--- config.mk ---
export PLATFORM = sky130hd
export DESIGN_NAME = fp_align_stage
export DESIGN_NICKNAME = d
export VERILOG_FILES = /design/src/rtl/fp_align_stage.sv
export SDC_FILE = /design/constraint.sdc
export NUM_CORES = 1
export LEC_CHECK = 0
export CAP_MARGIN = 10
export CORE_UTILIZATION = 40
export CTS_BUF_LIST = sky130_fd_sc_hd__clkbuf_8
export CTS_CLUSTER_SIZE = 25
export DETAILED_ROUTE_END_ITERATION = 7
export SLEW_MARGIN = 20
export SYNTH_ARGS = -nofsm -noshare
export SYNTH_HDL_FRONTEND = slang
export SYNTH_SLANG_ARGS = --single-unit
--- constraint.sdc ---
create_clock -name clk -period 5.17 [get_ports clk]
set_clock_uncertainty 0.15 [all_clocks]
set_input_delay 0.517 -clock clk [delete_from_list [all_inputs] [get_ports clk]]
set_output_delay 0.517 -clock clk [all_outputs]
set_load 0.02 [all_outputs]
--- src/rtl/fp_align_stage.sv ---
// ----------------------------------------------------------------------------
// fp_align_stage : FP adder exponent compare and mantissa alignment, 2 stages
// Revision 1.0
// ----------------------------------------------------------------------------
`default_nettype none

module fp_align_stage #(
   parameter int MAN_W = 24,
   parameter int EXT_W = MAN_W + 3
) (
   input  logic             clk,
   input  logic             rst_n,
   input  logic             in_valid,
   output logic             in_ready,
   input  logic [7:0]       exp_a,
   input  logic [7:0]       exp_b,
   input  logic [MAN_W-1:0] man_a,
   input  logic [MAN_W-1:0] man_b,
   input  logic             sign_a,
   input  logic             sign_b,
   input  logic [7:0]       diff,
   input  logic             diff_cout,
   output logic             out_valid,
   input  logic             out_ready,
   output logic             swap,
   output logic [7:0]       exp_big,
   output logic [MAN_W-1:0] man_big,
   output logic             sign_big,
   output logic             sign_small,
   output logic [EXT_W-1:0] man_small_al
);

   logic             s1_valid_q, s1_valid_d;
   logic             s1_swap_q, s1_swap_d;
   logic [7:0]       s1_shamt_q, s1_shamt_d;
   logic [7:0]       s1_exp_q, s1_exp_d;
   logic [MAN_W-1:0] s1_man_big_q, s1_man_big_d;
   logic [MAN_W-1:0] s1_man_small_q, s1_man_small_d;
   logic             s1_sign_big_q, s1_sign_big_d;
   logic             s1_sign_small_q, s1_sign_small_d;

   logic             s2_valid_q, s2_valid_d;
   logic             s2_swap_q, s2_swap_d;
   logic [7:0]       s2_exp_q, s2_exp_d;
   logic [MAN_W-1:0] s2_man_big_q, s2_man_big_d;
   logic             s2_sign_big_q, s2_sign_big_d;
   logic             s2_sign_small_q, s2_sign_small_d;
   logic [EXT_W-1:0] s2_al_q, s2_al_d;

   logic             w_s2_en, w_s1_en, w_accept, w_move;
   logic [EXT_W-1:0] w_ext, w_mask, w_al;
   logic             w_sticky;

   assign w_s2_en  = !s2_valid_q || out_ready;
   assign w_s1_en  = !s1_valid_q || w_s2_en;
   assign w_accept = in_valid && w_s1_en;
   assign w_move   = s1_valid_q && w_s2_en;

   // Shifts of EXT_W or more leave zero data and a mask covering every bit,
   // so the sticky alone carries |man_small without a separate large-shift case.
   assign w_ext    = {s1_man_small_q, 3'b000};
   assign w_mask   = ~({EXT_W{1'b1}} << s1_shamt_q);
   assign w_sticky = |(w_ext & w_mask);
   assign w_al     = (w_ext >> s1_shamt_q) | {{(EXT_W-1){1'b0}}, w_sticky};

   always_comb begin
      s1_valid_d      = w_s1_en ? in_valid : s1_valid_q;
      s1_swap_d       = s1_swap_q;
      s1_shamt_d      = s1_shamt_q;
      s1_exp_d        = s1_exp_q;
      s1_man_big_d    = s1_man_big_q;
      s1_man_small_d  = s1_man_small_q;
      s1_sign_big_d   = s1_sign_big_q;
      s1_sign_small_d = s1_sign_small_q;
      if (w_accept) begin
         s1_swap_d = !diff_cout;
         if (diff_cout) begin
            s1_shamt_d      = diff;
            s1_exp_d        = exp_a;
            s1_man_big_d    = man_a;
            s1_man_small_d  = man_b;
            s1_sign_big_d   = sign_a;
            s1_sign_small_d = sign_b;
         end else begin
            s1_shamt_d      = ~diff + 8'd1;
            s1_exp_d        = exp_b;
            s1_man_big_d    = man_b;
            s1_man_small_d  = man_a;
            s1_sign_big_d   = sign_b;
            s1_sign_small_d = sign_a;
         end
      end
   end

   always_comb begin
      s2_valid_d      = w_s2_en ? s1_valid_q : s2_valid_q;
      s2_swap_d       = s2_swap_q;
      s2_exp_d        = s2_exp_q;
      s2_man_big_d    = s2_man_big_q;
      s2_sign_big_d   = s2_sign_big_q;
      s2_sign_small_d = s2_sign_small_q;
      s2_al_d         = s2_al_q;
      if (w_move) begin
         s2_swap_d       = s1_swap_q;
         s2_exp_d        = s1_exp_q;
         s2_man_big_d    = s1_man_big_q;
         s2_sign_big_d   = s1_sign_big_q;
         s2_sign_small_d = s1_sign_small_q;
         s2_al_d         = w_al;
      end
   end

   always_ff @(posedge clk or negedge rst_n) begin
      if (!rst_n) begin
         s1_valid_q      <= 1'b0;
         s1_swap_q       <= 1'b0;
         s1_shamt_q      <= '0;
         s1_exp_q        <= '0;
         s1_man_big_q    <= '0;
         s1_man_small_q  <= '0;
         s1_sign_big_q   <= 1'b0;
         s1_sign_small_q <= 1'b0;
         s2_valid_q      <= 1'b0;
         s2_swap_q       <= 1'b0;
         s2_exp_q        <= '0;
         s2_man_big_q    <= '0;
         s2_sign_big_q   <= 1'b0;
         s2_sign_small_q <= 1'b0;
         s2_al_q         <= '0;
      end else begin
         s1_valid_q      <= s1_valid_d;
         s1_swap_q       <= s1_swap_d;
         s1_shamt_q      <= s1_shamt_d;
         s1_exp_q        <= s1_exp_d;
         s1_man_big_q    <= s1_man_big_d;
         s1_man_small_q  <= s1_man_small_d;
         s1_sign_big_q   <= s1_sign_big_d;
         s1_sign_small_q <= s1_sign_small_d;
         s2_valid_q      <= s2_valid_d;
         s2_swap_q       <= s2_swap_d;
         s2_exp_q        <= s2_exp_d;
         s2_man_big_q    <= s2_man_big_d;
         s2_sign_big_q   <= s2_sign_big_d;
         s2_sign_small_q <= s2_sign_small_d;
         s2_al_q         <= s2_al_d;
      end
   end

   assign in_ready     = w_s1_en;
   assign out_valid    = s2_valid_q;
   assign swap         = s2_swap_q;
   assign exp_big      = s2_exp_q;
   assign man_big      = s2_man_big_q;
   assign sign_big     = s2_sign_big_q;
   assign sign_small   = s2_sign_small_q;
   assign man_small_al = s2_al_q;

endmodule

`default_nettype wire
==> results.md <==
- Run status: finished, final reports clean
- Leakage: between 3 and 4 nW
- Vias per inst: between 5 and 6
- Async S/R FF share, synth: 1.00
- Post-Syn Instances: around 720
- CTS tree: done
- Slew of the pin with the lowest slew margin: approximately 1.0 ns
- Final number of hold-violating endpoints: 0
- Worst path cell trace: inv_2, mux4_2, nand2_1, o21ai_1, a221o_1
- Synth Flop Type: dfrtp_1
- Vias in the first global route: between 5000 and 6000
- Slew margin rel.: 0.310
- Share of the synthesized area in the top cell type: 0.456
- ANT cells: 0
- Distinct cells, synth: 63
- Initial antenna violation count: 0
- Syn_area_per_cell: between 10 and 15 µm²
- IO Pins: ~140
- CTS sink cnt: 131
- Row count: 48
- Core box area: ~17000 µm²
- Die width: 136 µm
- Yosys top cell by area: dfrtp_1
- Setup repair bufs after CTS: 0
- Fin cells: approximately 1100
- RSZ-0062 raised after global routing: false
- Pwr dens: around 380 nW/µm²
- Number of max-cap violations: 0
- Hold Path Class: register to register
- Iteration-0 DRC Markers: around 440
- Setup tns final: 0 ns
- Initial Util: 0.413
- Drc violations: 0
- DR pass1 iterations: 5
- Final Cycle Share: 0.547
- Area growth from synthesis to layout: 27.6%
- Synthesized Nets: around 800
- Full die area: approximately 19000 µm²
- Fraction of the yosys area taken by sequential cells: 0.456
- Clock Root Buffer: clkbuf_8
- Min Clock Period, post-route: 2.83 ns
- CTS max path bufs: 2
- Worst path required time: roughly 5.4 ns
- ANT nets after route: 0
- CP Launch Point: s1_shamt_q[2]
- CP startpoint kind: register
- Yosys warning count: 0
- Max Slew Vio Count: 0
- DR vias: around 6000
- Fmax: 354 MHz
- Clk pin slew, worst setup/hold paths: around 0.070 ns
- Worst R2R Start: s1_shamt_q[2]
- Largest net degree at the start of global routing: 95
- Later-pin clock latency in the skew report: ~0.45 ns
- Routed wire per std cell: 17.2 µm
- Global-route wire length before repair: a little over 30000 µm
- Synth top area cells: dfrtp_1 46%, mux2i_1 11%, mux2_2 7.2%
- Routed WL: 18400 µm
- Hold path startpoint: man_small_al[17]
- Synthesized area: about 7200 µm²
- # setup viols final: 0
- EDFF count, synth: 0
- Number of CTS-inserted buffers: 17
- Critical Path Max Stage Delay: 0.95 ns
- H-tree levels: 4
- All-Layer GR Usage: 0.213
- CP max FO: 29
- CP Class: register to register
- Placed cell count: between 1000 and 1500
- Max VDD drop: approximately 0.17 mV
- Nets: slightly above 900
- Gpl congestion: between 0.9 and 1
- Seq cells post-synth: 131
- GRT overflow: 0
- Ratio of cells with drive above 1 in the final layout: 0.125
- Critical path arrival: 3.01 ns
- Dpl hpwl: ~13000 µm
- Die H: ~140 µm
- Port Buffers: roughly 140
- CP Capture Type: register
- Max stage delay cell, worst path: dfrtp_1
## layer usage
| layer | global-route usage | vias up | routed length [µm] |
|---|---|---|---|
| met5 | 0 | - | 0 |
| met4 | 0.0549 | 0 | 221 |
| met3 | 0.0656 | 19 | 1120 |
| met2 | 0.330 | 206 | 8510 |
| met1 | 0.287 | 2862 | 8570 |
| li1 | - | 2827 | - |
## report_power, final
part | internal [W] | switching, W
registers | 0.00120 | 0.000164
clock network | 0.000579 | 0.000419
logic | 0.000528 | 0.000598
total | 0.00231 | 0.00118
## critical path, delay by kind of cell, from the launching register on
kind / cells / cell delay (ns)
buffers and inverters: 1 / 0.49
muxes: 1 / 0.56
and+or+nand+nor: 1 / 0.13
DFF: 1 / 0.95
AOI/OAI and AO/OA: 2 / 0.42
## area by class of cell
type | count | area (µm²)
fillers | 1588 | 8230
multi-input cells | 523 | 3640
flip-flops and latches | 131 | 3280
repair buffers | 151 | 1490
well taps | 225 | 282
clock buffers | 17 | 234
clock inverters | 15 | 229
inverters | 8 | 30.0
## cell usage after synthesis (8+ instances only)
library cell,number
clkbuf_1,33
o21ai_1,22
o21ai_0,82
nand2_1,113
nor3_1,12
buf_2,14
dfrtp_1,131
mux2i_1,76
a21oi_1,19
mux2_2,46
mux2_1,9
nand3_1,8
nor2_1,28
mux4_2,10
## registers in the layout, indices dropped and copies added, names as in the netlist, 8 cells and up
register	flops
man_small_al	27
s1_man_small_q	24
exp_big	8
s1_man_big_q	24
s1_shamt_q	8
s1_exp_q	8
man_big	24
## final timing paths
check                                     to  slack, ns  depth (start not counted)
max                          man_small_al[2]       2.34                          5
min                         man_small_al[17]       0.33                          2
max reg2reg                  man_small_al[2]       2.34                          5
min reg2reg                 man_small_al[17]       0.33                          2
max in group asynchronous  s1_man_small_q[0]       3.20                          3
min in group asynchronous    s1_man_big_q[2]       0.51                          2
## logic make-up (layout without fill, tap and decap cells)
logic type / after synthesis / count (layout) / synth area share
multiplexers: 142 / 142 / 0.225
AND/OR/NAND/NOR: 195 / 195 / 0.120
flip-flops: 131 / 131 / 0.456
XOR/XNOR: 6 / 6 / 0.00730
buffers and inverters: 64 / 191 / 0.0400
AO/OA/AOI/OAI: 179 / 179 / 0.150
adder cells (fa/ha/maj): 1 / 1 / 0.00174
## per-stage QoR
stage	area [µm²]	hold slack [ns]	total power [W]	setup slack, ns	utilization
floorplan	7200	0.0714	0.00204	3.09	-
finish	9190	0.326	0.00349	2.34	0.527
global placement	8710	0.307	0.00249	2.19	0.500
CTS	9190	0.334	0.00352	2.40	0.527
global route	9190	0.355	0.00368	2.25	0.527
detailed placement	8710	0.316	0.00251	2.15	0.500
## cells in the final DEF, fill, tap and decap left out, types with 17 or more instances in the layout
master / netlist / final
o21ai_0: 82 / 82
nor2_1: 28 / 27
mux2i_1: 76 / 76
clkdlybuf4s50_1: 0 / 140
mux2_2: 46 / 46
o21ai_1: 22 / 22
clkbuf_8: 0 / 17
dfrtp_1: 131 / 131
nand2_1: 113 / 111
a21oi_1: 19 / 19
## what timing repair did
| action | CTS | global route |
|---|---|---|
| resized for setup | 0 | 0 |
| hold buffers | 1 | 0 |
| endpoints found under the hold margin | 76 | 0 |
(Power assumes the default switching activity.)
